<file path="src/rtl/mult_seq_16b.sv">
// Iterative shift-add multiplier producing a 2N-bit product, one multiplier bit
// per cycle, with a start/busy/done handshake. Includes the cla_16b adder it drives.

module cla_16b #(
  parameter int W = 16
) (
  input  logic [W-1:0] a,
  input  logic [W-1:0] b,
  input  logic         c_in,
  output logic [W-1:0] sum,
  output logic         c_out
);

  logic [W-1:0] gen;
  logic [W-1:0] prop;
  logic [W:0]   carry;

  assign gen  = a & b;
  assign prop = a ^ b;

  always_comb begin
    carry[0] = c_in;
    for (int i = 0; i < W; i++) begin
      carry[i+1] = gen[i] | (prop[i] & carry[i]);
    end
  end

  assign sum   = prop ^ carry[W-1:0];
  assign c_out = carry[W];

endmodule

module mult_seq_16b #(
  parameter int N = 16
) (
  input  logic           clk,
  input  logic           rst_n,
  input  logic           start,
  input  logic           is_signed,
  input  logic [N-1:0]   a,
  input  logic [N-1:0]   b,
  output logic           busy,
  output logic           done,
  output logic [2*N-1:0] product
);

  typedef enum logic [1:0] {IDLE, CALC, NEG, DONE} state_t;

  localparam int             CW      = $clog2(N + 1);
  localparam logic [CW-1:0]  CNT_END = CW'(N);

  state_t         state;
  state_t         next_state;
  logic [N-1:0]   mcand;
  logic [N-1:0]   mplier;
  logic [N-1:0]   acc_hi;
  logic           neg;
  logic [CW-1:0]  cnt;

  logic [N-1:0]   a_mag;
  logic [N-1:0]   b_mag;
  logic           iterate;
  logic [N-1:0]   lo_a, lo_b, lo_sum;
  logic           lo_cin, lo_cout;
  logic [N-1:0]   hi_a, hi_b, hi_sum;
  logic           hi_cout;
  logic [2*N-1:0] final_result;

  // 0x8000 maps onto itself, which is the correct unsigned magnitude.
  assign a_mag = (is_signed && a[N-1]) ? (~a + N'(1)) : a;
  assign b_mag = (is_signed && b[N-1]) ? (~b + N'(1)) : b;

  // The last CALC cycle (cnt == N) only drains; all N iterations are already registered.
  assign iterate = (state == CALC) && (cnt != CNT_END);

  // Low adder serves the shift-add step in CALC and the low half of the negation in NEG.
  always_comb begin
    lo_a   = acc_hi;
    lo_b   = mplier[0] ? mcand : '0;
    lo_cin = 1'b0;
    hi_a   = ~acc_hi;
    hi_b   = '0;
    if (state == NEG) begin
      lo_a   = ~mplier;
      lo_b   = '0;
      lo_cin = 1'b1;
    end
  end

  cla_16b #(.W(N)) u_add_lo (
    .a     (lo_a),
    .b     (lo_b),
    .c_in  (lo_cin),
    .sum   (lo_sum),
    .c_out (lo_cout)
  );

  cla_16b #(.W(N)) u_add_hi (
    .a     (hi_a),
    .b     (hi_b),
    .c_in  (lo_cout),
    .sum   (hi_sum),
    .c_out (hi_cout)
  );

  assign final_result = (state == NEG) ? {hi_sum, lo_sum} : {acc_hi, mplier};

  always_ff @(posedge clk) begin
    if (!rst_n) begin
      state <= IDLE;
    end else begin
      state <= next_state;
    end
  end

  always_comb begin
    next_state = state;
    case (state)
      IDLE:    if (start) next_state = CALC;
      CALC:    if (cnt == CNT_END) next_state = neg ? NEG : DONE;
      NEG:     next_state = DONE;
      DONE:    next_state = IDLE;
      default: next_state = IDLE;
    endcase
  end

  always_comb begin
    busy = (state != IDLE);
    done = (state == DONE);
  end

  // Working registers; the low product half shifts into mplier as its bits retire.
  always_ff @(posedge clk) begin
    if (!rst_n) begin
      mcand   <= '0;
      mplier  <= '0;
      acc_hi  <= '0;
      neg     <= 1'b0;
      cnt     <= '0;
      product <= '0;
    end else begin
      if (state == IDLE && start) begin
        mcand  <= a_mag;
        mplier <= b_mag;
        acc_hi <= '0;
        cnt    <= '0;
        neg    <= is_signed & (a[N-1] ^ b[N-1]);
      end else if (iterate) begin
        acc_hi <= {lo_cout, lo_sum[N-1:1]};
        mplier <= {lo_sum[0], mplier[N-1:1]};
        cnt    <= cnt + CW'(1);
      end
      if (state != DONE && next_state == DONE) begin
        product <= final_result;
      end
    end
  end

endmodule

</file>
<file path="config.mk">
export PLATFORM = sky130hd
export DESIGN_NAME = mult_seq_16b
export DESIGN_NICKNAME = d
export VERILOG_FILES = /design/src/rtl/mult_seq_16b.sv
export SDC_FILE = /design/constraint.sdc
export NUM_CORES = 1
export LEC_CHECK = 0
export BUFFER_PORTS_ARGS = -buffer_cell sky130_fd_sc_hd__buf_2
export CAP_MARGIN = 15
export CORE_UTILIZATION = 56
export DETAILED_ROUTE_END_ITERATION = 16
export PLACE_DENSITY = 0.78
export SYNTH_ARGS = -nofsm -noshare
export SYNTH_HDL_FRONTEND = slang
export SYNTH_HIERARCHICAL = 1
export SYNTH_SLANG_ARGS = --single-unit
</file>
<file path="constraint.sdc">
create_clock -name clk -period 15.09 [get_ports clk]
set_clock_uncertainty 0.05 [all_clocks]
set_input_delay 3.018 -clock clk [delete_from_list [all_inputs] [get_ports clk]]
set_output_delay 3.018 -clock clk [all_outputs]
set_load 0.02 [all_outputs]
</file>
Yosys cells after proc, flatten, opt, wreduce, memory -nomap -nowiden
Index checks and enable logic that the tools add are counted.
W data, S select, Z words.
{ "op_classes": {"addsub": 3, "eq_ne": 7, "mux": 13, "bitwise_logic": 58, "n_reduce_logical": 9} }
{ "ops": {"columns": ["operator", "count"], "rows": [
  ["$mux W16", 7],
  ["$not A16 Y16", 4],
  ["$xor A16 B16 Y16", 3],
  ["$add A16 B1 Y16 const B", 2],
  ["$and A1 B1 Y1", 32],
  ["$mux W32", 1],
  ["$and A16 B16 Y16", 1],
  ["$or A1 B1 Y1", 16],
  ["$pmux W2 S4", 1],
  ["$eq A2 B2 Y1 const B", 3],
  ["$add A5 B1 Y5 const B", 1],
  ["$eq A5 B5 Y1 const B", 1],
  ["$logic_and A1 B1 Y1", 5],
  ["$ne A5 B5 Y1 const B", 1],
  ["$mux W2", 2],
  ["$reduce_bool A2 Y1", 2],
  ["$eq A2 B1 Y1 const B", 1],
  ["$logic_not A2 Y1", 1],
  ["$mux W1", 2],
  ["$ne A2 B2 Y1 const B", 1],
  ["$reduce_or A2 Y1", 1],
  ["$not A1 Y1", 1],
  ["$xor A1 B1 Y1", 1]
]} }
{ "totals": {"ff_bits": 88, "input_bits": 36, "output_inout_bits": 34, "elab_cells": 97} }

Longest topological paths before layout
Gate-level depths: netlist (run 1).
{ "depth": {"ltp_word": 52, "depth_mapped": 48, "ltp_nobuf": 46} }

Hierarchy
Netlist (run 1), hierarchy kept.
{ "by_module_without_submodules": {"columns": ["mod", "instances", "cells_per_inst", "area_each_um2", "seq_area_each_um2"], "rows": [
  ["mult_seq_16b", 1, 579, 4540.6, 1761.7],
  ["cla_16b", 2, 26, 357.8, 0.0]
]} }

Worst setup path before layout (run 1)
No wires, ideal clock.
{ "synth_path": {"path_type": "flip-flop to flip-flop", "start": "register state[0]", "end": "register product[31]", "setup_time_ns": 0.059, "arrival_ns": 13.149, "required_time_ns": 14.981, "slack_ns": 1.833, "stages_incl_launch_ff": 49, "n_path_buf": 2, "period_less_slack_ns": 13.257, "cell_sequence": "dfxtp_1 > nand2b_1 > buf_2 > buf_1 > nand2_1 > o21ai_0 > inv_1 > fa_1 > inv_1 > fa_1 > fa_1 > fa_1 > fa_1 > fa_1 > fa_1 > fa_1 > fa_1 > fa_1 > [13 not listed] > fa_1 > fa_1 > fa_1 > fa_1 > fa_1 > fa_1 > fa_1 > fa_1 > fa_1 > fa_1 > fa_1 > fa_1 > inv_1 > fa_1 > inv_1 > nand2_1 > nand3_1 > o211a_1"} }
{ "synth_between": {"elab_chain_len": 52, "elab_cells_between_ends": 64, "classes_between": "eq/ne: 5; mux: 7; bitwise: 50; reduce/logical: 2"} }
{ "synth_rtl": {"columns": ["element", "line_no", "rtl"], "rows": [
  ["from (decl)", "52", "state_t state;"],
  ["from (signal assigned)", "112", "state <= next_state;"],
  ["$eq A2 B2 Y1 *", "83", "if (state == NEG) begin"],
  ["$mux W16 *", "83", null],
  ["named net lo_a[0]", "63", "logic [N-1:0] lo_a, lo_b, lo_sum;"],
  ["$xor A16 B16 Y16", "19", "assign prop = a ^ b;"],
  ["$and A1 B1 Y1", "24", "carry[i+1] = gen[i] | (prop[i] & carry[i]);"],
  ["$or A1 B1 Y1 *", "24", null],
  ["$and A1 B1 Y1 *", "24", null],
  ["$or A1 B1 Y1 *", "24", null],
  ["[25 not listed]", null, null],
  ["$or A1 B1 Y1 *", "24", null],
  ["$and A1 B1 Y1 *", "24", null],
  ["$or A1 B1 Y1 *", "24", null],
  ["named net lo_cout", "64", "logic lo_cin, lo_cout;"],
  ["$and A1 B1 Y1 * (15 in series)", "24", null],
  ["$xor A16 B16 Y16 *", "28", "assign sum = prop ^ carry[W-1:0];"],
  ["named net hi_sum[15]", "65", "logic [N-1:0] hi_a, hi_b, hi_sum;"],
  ["$mux W32 *", "106", "assign final_result = (state == NEG) ? {hi_sum, lo_sum} : {acc_hi, mplier};"],
  ["to (signal assigned)", "154", "product <= final_result;"],
  ["to (decl)", "44", "output logic [2*N-1:0] product"]
]} }
Mark *: on every way through the listed nets, which the timed path passes. The rest lies on a longest branch.
A chain may end at the register's enable or synchronous reset.

Worst setup path after layout (run 1)
Same ends and word-level chain as after synthesis.

==> results.toml, run 1 <==
[floorplanning]
initial_core_util_pct = 59.1
placementRows = 34
die-area_sq_um = 9770
die_height_microns = 98.8
core_sq_um = 8890
die_w_microns = 98.8
io_pins = 70

[routing]
vias = 4576
first_pass_iters = 5
wl_microns = 12000
ant_nets = 0
routedWlPerCell_microns = 15.0
drt-initial-drc-count = 402
remaining_drc_errors = 0
viasPerCell = 5.71

[power_and_ir_drop]
power_mw = 0.504
p_per_area_nw_per_um2 = 86.0
peakVddDrop_uv = 46.0
leakage_nw = 2.83

[timing]
setup_violations = 0
final_max_slew_viol_count = 0
fmax_mhz = 72.3
hold_violations = 0
fin_crit_ps = 13830
rsz0062_at_grt = "false"
fin_crit_sh_pct = 91.6
tns_ps = 0
worst_pin_slew_ps = 1100
slew_headroom_pct = 26.8

[job]
cap_violations = 0

[grt]
grt_pass1_vias = 4234
grt_max_degree = 69
grt_pass1_wl_microns = 20200
grt_antenna_before_repair = 0
grt_use_total_pct = 26.1
grt_overflow = 0

[worst_setup_path]
startpoint_type = "flop"
path_max_fanout = 24
critical-path-slowest-cell = "fa_1"
slowest_delay_ps = 410
required_ps = 15340
critPathKind = "flop to flop"
cpMostUsedCell = "fa_1"
cp-end-kind = "flop"
arrival_ps = 14080

[synth]
syn_area_sq_um = 5250
syn_area_per_cell_sq_um = 8.34
synth_warnings = 6
postSynthCellCount = 630

[clocking]
postCtsHoldBufs = 0
clk_pin_slew_ps = 80
insertion_delay_ps = 360
clk_path_buf_depth = 2
root_buffer = "clkbuf_8"
h-tree-depth = 3
cts_tree = "done"
ctsResizeCount = 0
clkSinkCount = 88
cts_buffers = 9
cts_setup_buffers = 0

[status]
outcome = "completed"

[placement]
io_buffers = 69
place.gp.congestion = 0.851
dp_hpwl_microns = 8720

[layout]
multi_input_area_sq_um = 3170
drive_gt1_share_pct = 15.0
n_fill_cell = 767
seq_area_sq_um = 1760
antenna_cells = 0
num-nets-final = 760
syn2layout_area_growth_pct = 11.6

[worst_hold_path]
holdCritPathClass = "flop to flop"
state kept, by name, indices dropped and copies added (netlist names):
| name | count |
|---|---|
| state | 2 |
| mcand | 16 |
| neg | 1 |
| mplier | 16 |
| product | 32 |
| cnt | 5 |
| acc_hi | 16 |
worst paths after layout:
path / from / to / slack (ps) / cells past startpoint
setup / recovery: state[0] / product[31] / 1260 / 46
hold / removal: mcand[0] / mcand[0] / 420 / 2
setup reg to reg: state[0] / product[31] / 1260 / 46
hold reg to reg: mcand[0] / mcand[0] / 420 / 2
placed cells by master (no fill, tap or decap), types with 2 or more instances in the layout:
cell type	instances
nand2_1	127
nor4_1	2
nand3_1	44
o21ai_0	41
xnor2_1	12
nor2_1	13
conb_1	16
and2_1	5
xor2_1	17
o41ai_1	2
clkinvlp_4	2
clkbuf_8	12
a21oi_1	45
bufinv_16	2
and3_1	21
inv_1	44
buf_4	5
buf_2	69
o211ai_1	5
mux2_2	7
a21boi_0	3
fa_1	32
o21a_1	2
nand4_1	3
ha_1	4
o31ai_1	5
or3_1	5
a31oi_1	3
nand2b_1	2
nor3b_1	2
o211a_1	38
dfxtp_1	88
nor3_1	5
per-layer routing:
metal | up-vias | share of wire, % | global-route usage [%]
li1 | 2235 | - | -
met3 | 16 | 6.9 | 3.12
met5 | - | 0 | 0
met2 | 179 | 48 | 43.0
met1 | 2146 | 44 | 36.2
met4 | 0 | 1.3 | 7.35
per-stage QoR:
step	worst slack, ps	hold slack, ps	utilization, %	area, sq um	std cells
2_1_floorplan	1830	389	-	5310	645
3_3_place_gp	1600	408	63.2	5620	785
3_5_place_dp	1400	415	63.2	5620	785
4_1_cts	1340	425	65.9	5860	801
5_1_grt	731	452	65.9	5860	801
6_report	1260	424	65.9	5860	801
cell type report:
class,instances,share of cell area (%)
Clock buffer,12,2.82
Clock inverter,4,1.28
Sequential cell,88,30.1
Timing Repair Buffer,74,6.53
Multi-Input combinational cell,470,54.1
Inverter,45,2.88
Tap cell,108,2.31
report_power, final:
group | leakage, nW | switching [mW] | internal, mW
Clock | 0.115 | 0.0834 | 0.107
Combinational | 2.00 | 0.0387 | 0.0247
Sequential | 0.716 | 0.00953 | 0.241
critical path: cells and delay by family (launching register included):
kind	cells	cell delay [ps]
AOI/OAI and AO/OA	2	250
and+or+nand+nor	4	670
DFF	1	340
buffers and inverters	8	530
adders and majority gates	32	11910
Power figures use the tool's default switching activity.
==> run 2: changes to the inputs <==
Settings changed: ABC_AREA from default to 1, CTS_CLUSTER_SIZE from default to 28.
==> run 2 against run 1 <==
Critical path type unchanged. Wire length rose by 8.6%. Die area is 3.0% higher. Largest power group unchanged. Worst hold slack improved by 5.1 ps.
==> results.toml, run 2 <==
[status]
outcome = "completed"

[floorplanning]
io_pins = 70
die_w_microns = 100
initial_core_util_pct = 58.3
die_height_microns = 100
core_sq_um = 9280
placementRows = 35
die-area_sq_um = 10100

[worst_setup_path]
arrival_ps = 14190
critical-path-slowest-cell = "fa_1"
required_ps = 15350
cpMostUsedCell = "fa_1"
cp_num_buf_inv = 11
critPathKind = "flop to flop"
startpoint_type = "flop"
worst_path_dominant_cell_family = "adder cells"
path_max_fanout = 44
cp-end-kind = "flop"
slowest_delay_ps = 410

[power_and_ir_drop]
peakVddDrop_uv = 42.3
power_mw = 0.497
p_per_area_nw_per_um2 = 83.0
leakage_nw = 2.78

[job]
cap_violations = 0

[timing]
slew_headroom_pct = 59.0
setup_violations = 0
worst_pin_slew_ps = 615
fin_crit_sh_pct = 92.3
fin_crit_ps = 13930
hold_violations = 0
final_max_slew_viol_count = 0
rsz0062_at_grt = "false"
hold_ws_ps = 429
tns_ps = 0
fmax_mhz = 71.8

[clocking]
cts_setup_buffers = 0
cts_tree = "done"
clkSinkCount = 88
ctsResizeCount = 0
clk_path_buf_depth = 2
h-tree-depth = 3
root_buffer = "clkbuf_8"
postCtsHoldBufs = 0
cts_buffers = 9
insertion_delay_ps = 370
clk_pin_slew_ps = 80

[layout]
seq_area_sq_um = 1760
n_fill_cell = 893
fin_util_pct = 64.5
multi_input_area_sq_um = 3120
largest_reg_flops = 32
stdcell_area_sq_um = 5990
largest-register = "product"
syn2layout_area_growth_pct = 10.7
antenna_cells = 0
num-nets-final = 932
final_cell_mix = "nand2_1 (198), nor2_1 (108), inv_1 (99)"
drive_gt1_share_pct = 11.9
mostFrequentLayoutCell = "nand2_1"

[grt]
grt_max_degree = 48
grt_pass1_wl_microns = 21900
grt_antenna_before_repair = 0
grt_use_total_pct = 27.8
grt_overflow = 0
grt_pass1_vias = 4717

[routing]
ant_nets = 0
drt-initial-drc-count = 312
first_pass_iters = 5
routedWlPerCell_microns = 13.1
viasPerCell = 5.11
wl_microns = 13000
vias = 5073
remaining_drc_errors = 0

[placement]
placed_area_sq_um = 5820
dp_hpwl_microns = 10100
io_buffers = 69
place.gp.congestion = 0.937

[worst_hold_path]
holdCritPathClass = "flop to flop"

[synth]
syn_area_per_cell_sq_um = 6.80
syn_area_sq_um = 5410
postSynthCellCount = 796
synth_warnings = 6
-- run 2: final cells by class --
type	instances	share of cell area, %
tap	129	2.69
sequential	88	29.4
clock buffer	10	2.30
inverter	107	6.75
timing repair buffer	72	6.14
multi-input combinational	582	52.2
clock inverter	5	0.564
-- run 2: worst paths after layout --
| kind | startpoint | to | slack [ps] | cells after the start |
|---|---|---|---|---|
| setup / recovery | state[1] | product[31] | 1160 | 50 |
| hold / removal | product[20] | product[20] | 430 | 2 |
| setup reg to reg | state[1] | product[31] | 1160 | 50 |
| hold reg to reg | product[20] | product[20] | 430 | 2 |
-- run 2: power by group --
part	internal [mW]	leakage [nW]	switching [mW]
logic	0.0319	1.98	0.0649
registers	0.244	0.717	0.00898
clock network	0.0630	0.0841	0.0839
total	0.339	2.78	0.158
-- run 2: metal layers --
| metal | part of all wire (%) | up-vias | GRT usage, % |
|---|---|---|---|
| li1 | - | 2624 | - |
| met1 | 46 | 2293 | 35.9 |
| met2 | 48 | 136 | 47.3 |
| met3 | 4.8 | 20 | 4.46 |
| met4 | 1.7 | 0 | 9.70 |
| met5 | 0 | - | 0 |
-- run 2: worst reg2reg max path: cells and delay by family, from the launching register on --
kind,cells,cell delay (ps)
adder cells (fa/ha/maj),32,11910
buffers and inverters,11,910
AND/OR/NAND/NOR,5,470
flip-flops,1,390
AO/OA/AOI/OAI,2,160
-- run 2: per-stage QoR --
step | std cells | setup WS [ps]
finish | 993 | 1160
global route | 993 | 573
CTS | 993 | 1270
detailed placement | 978 | 1290
global placement | 978 | 1470
floorplan | 811 | 1970
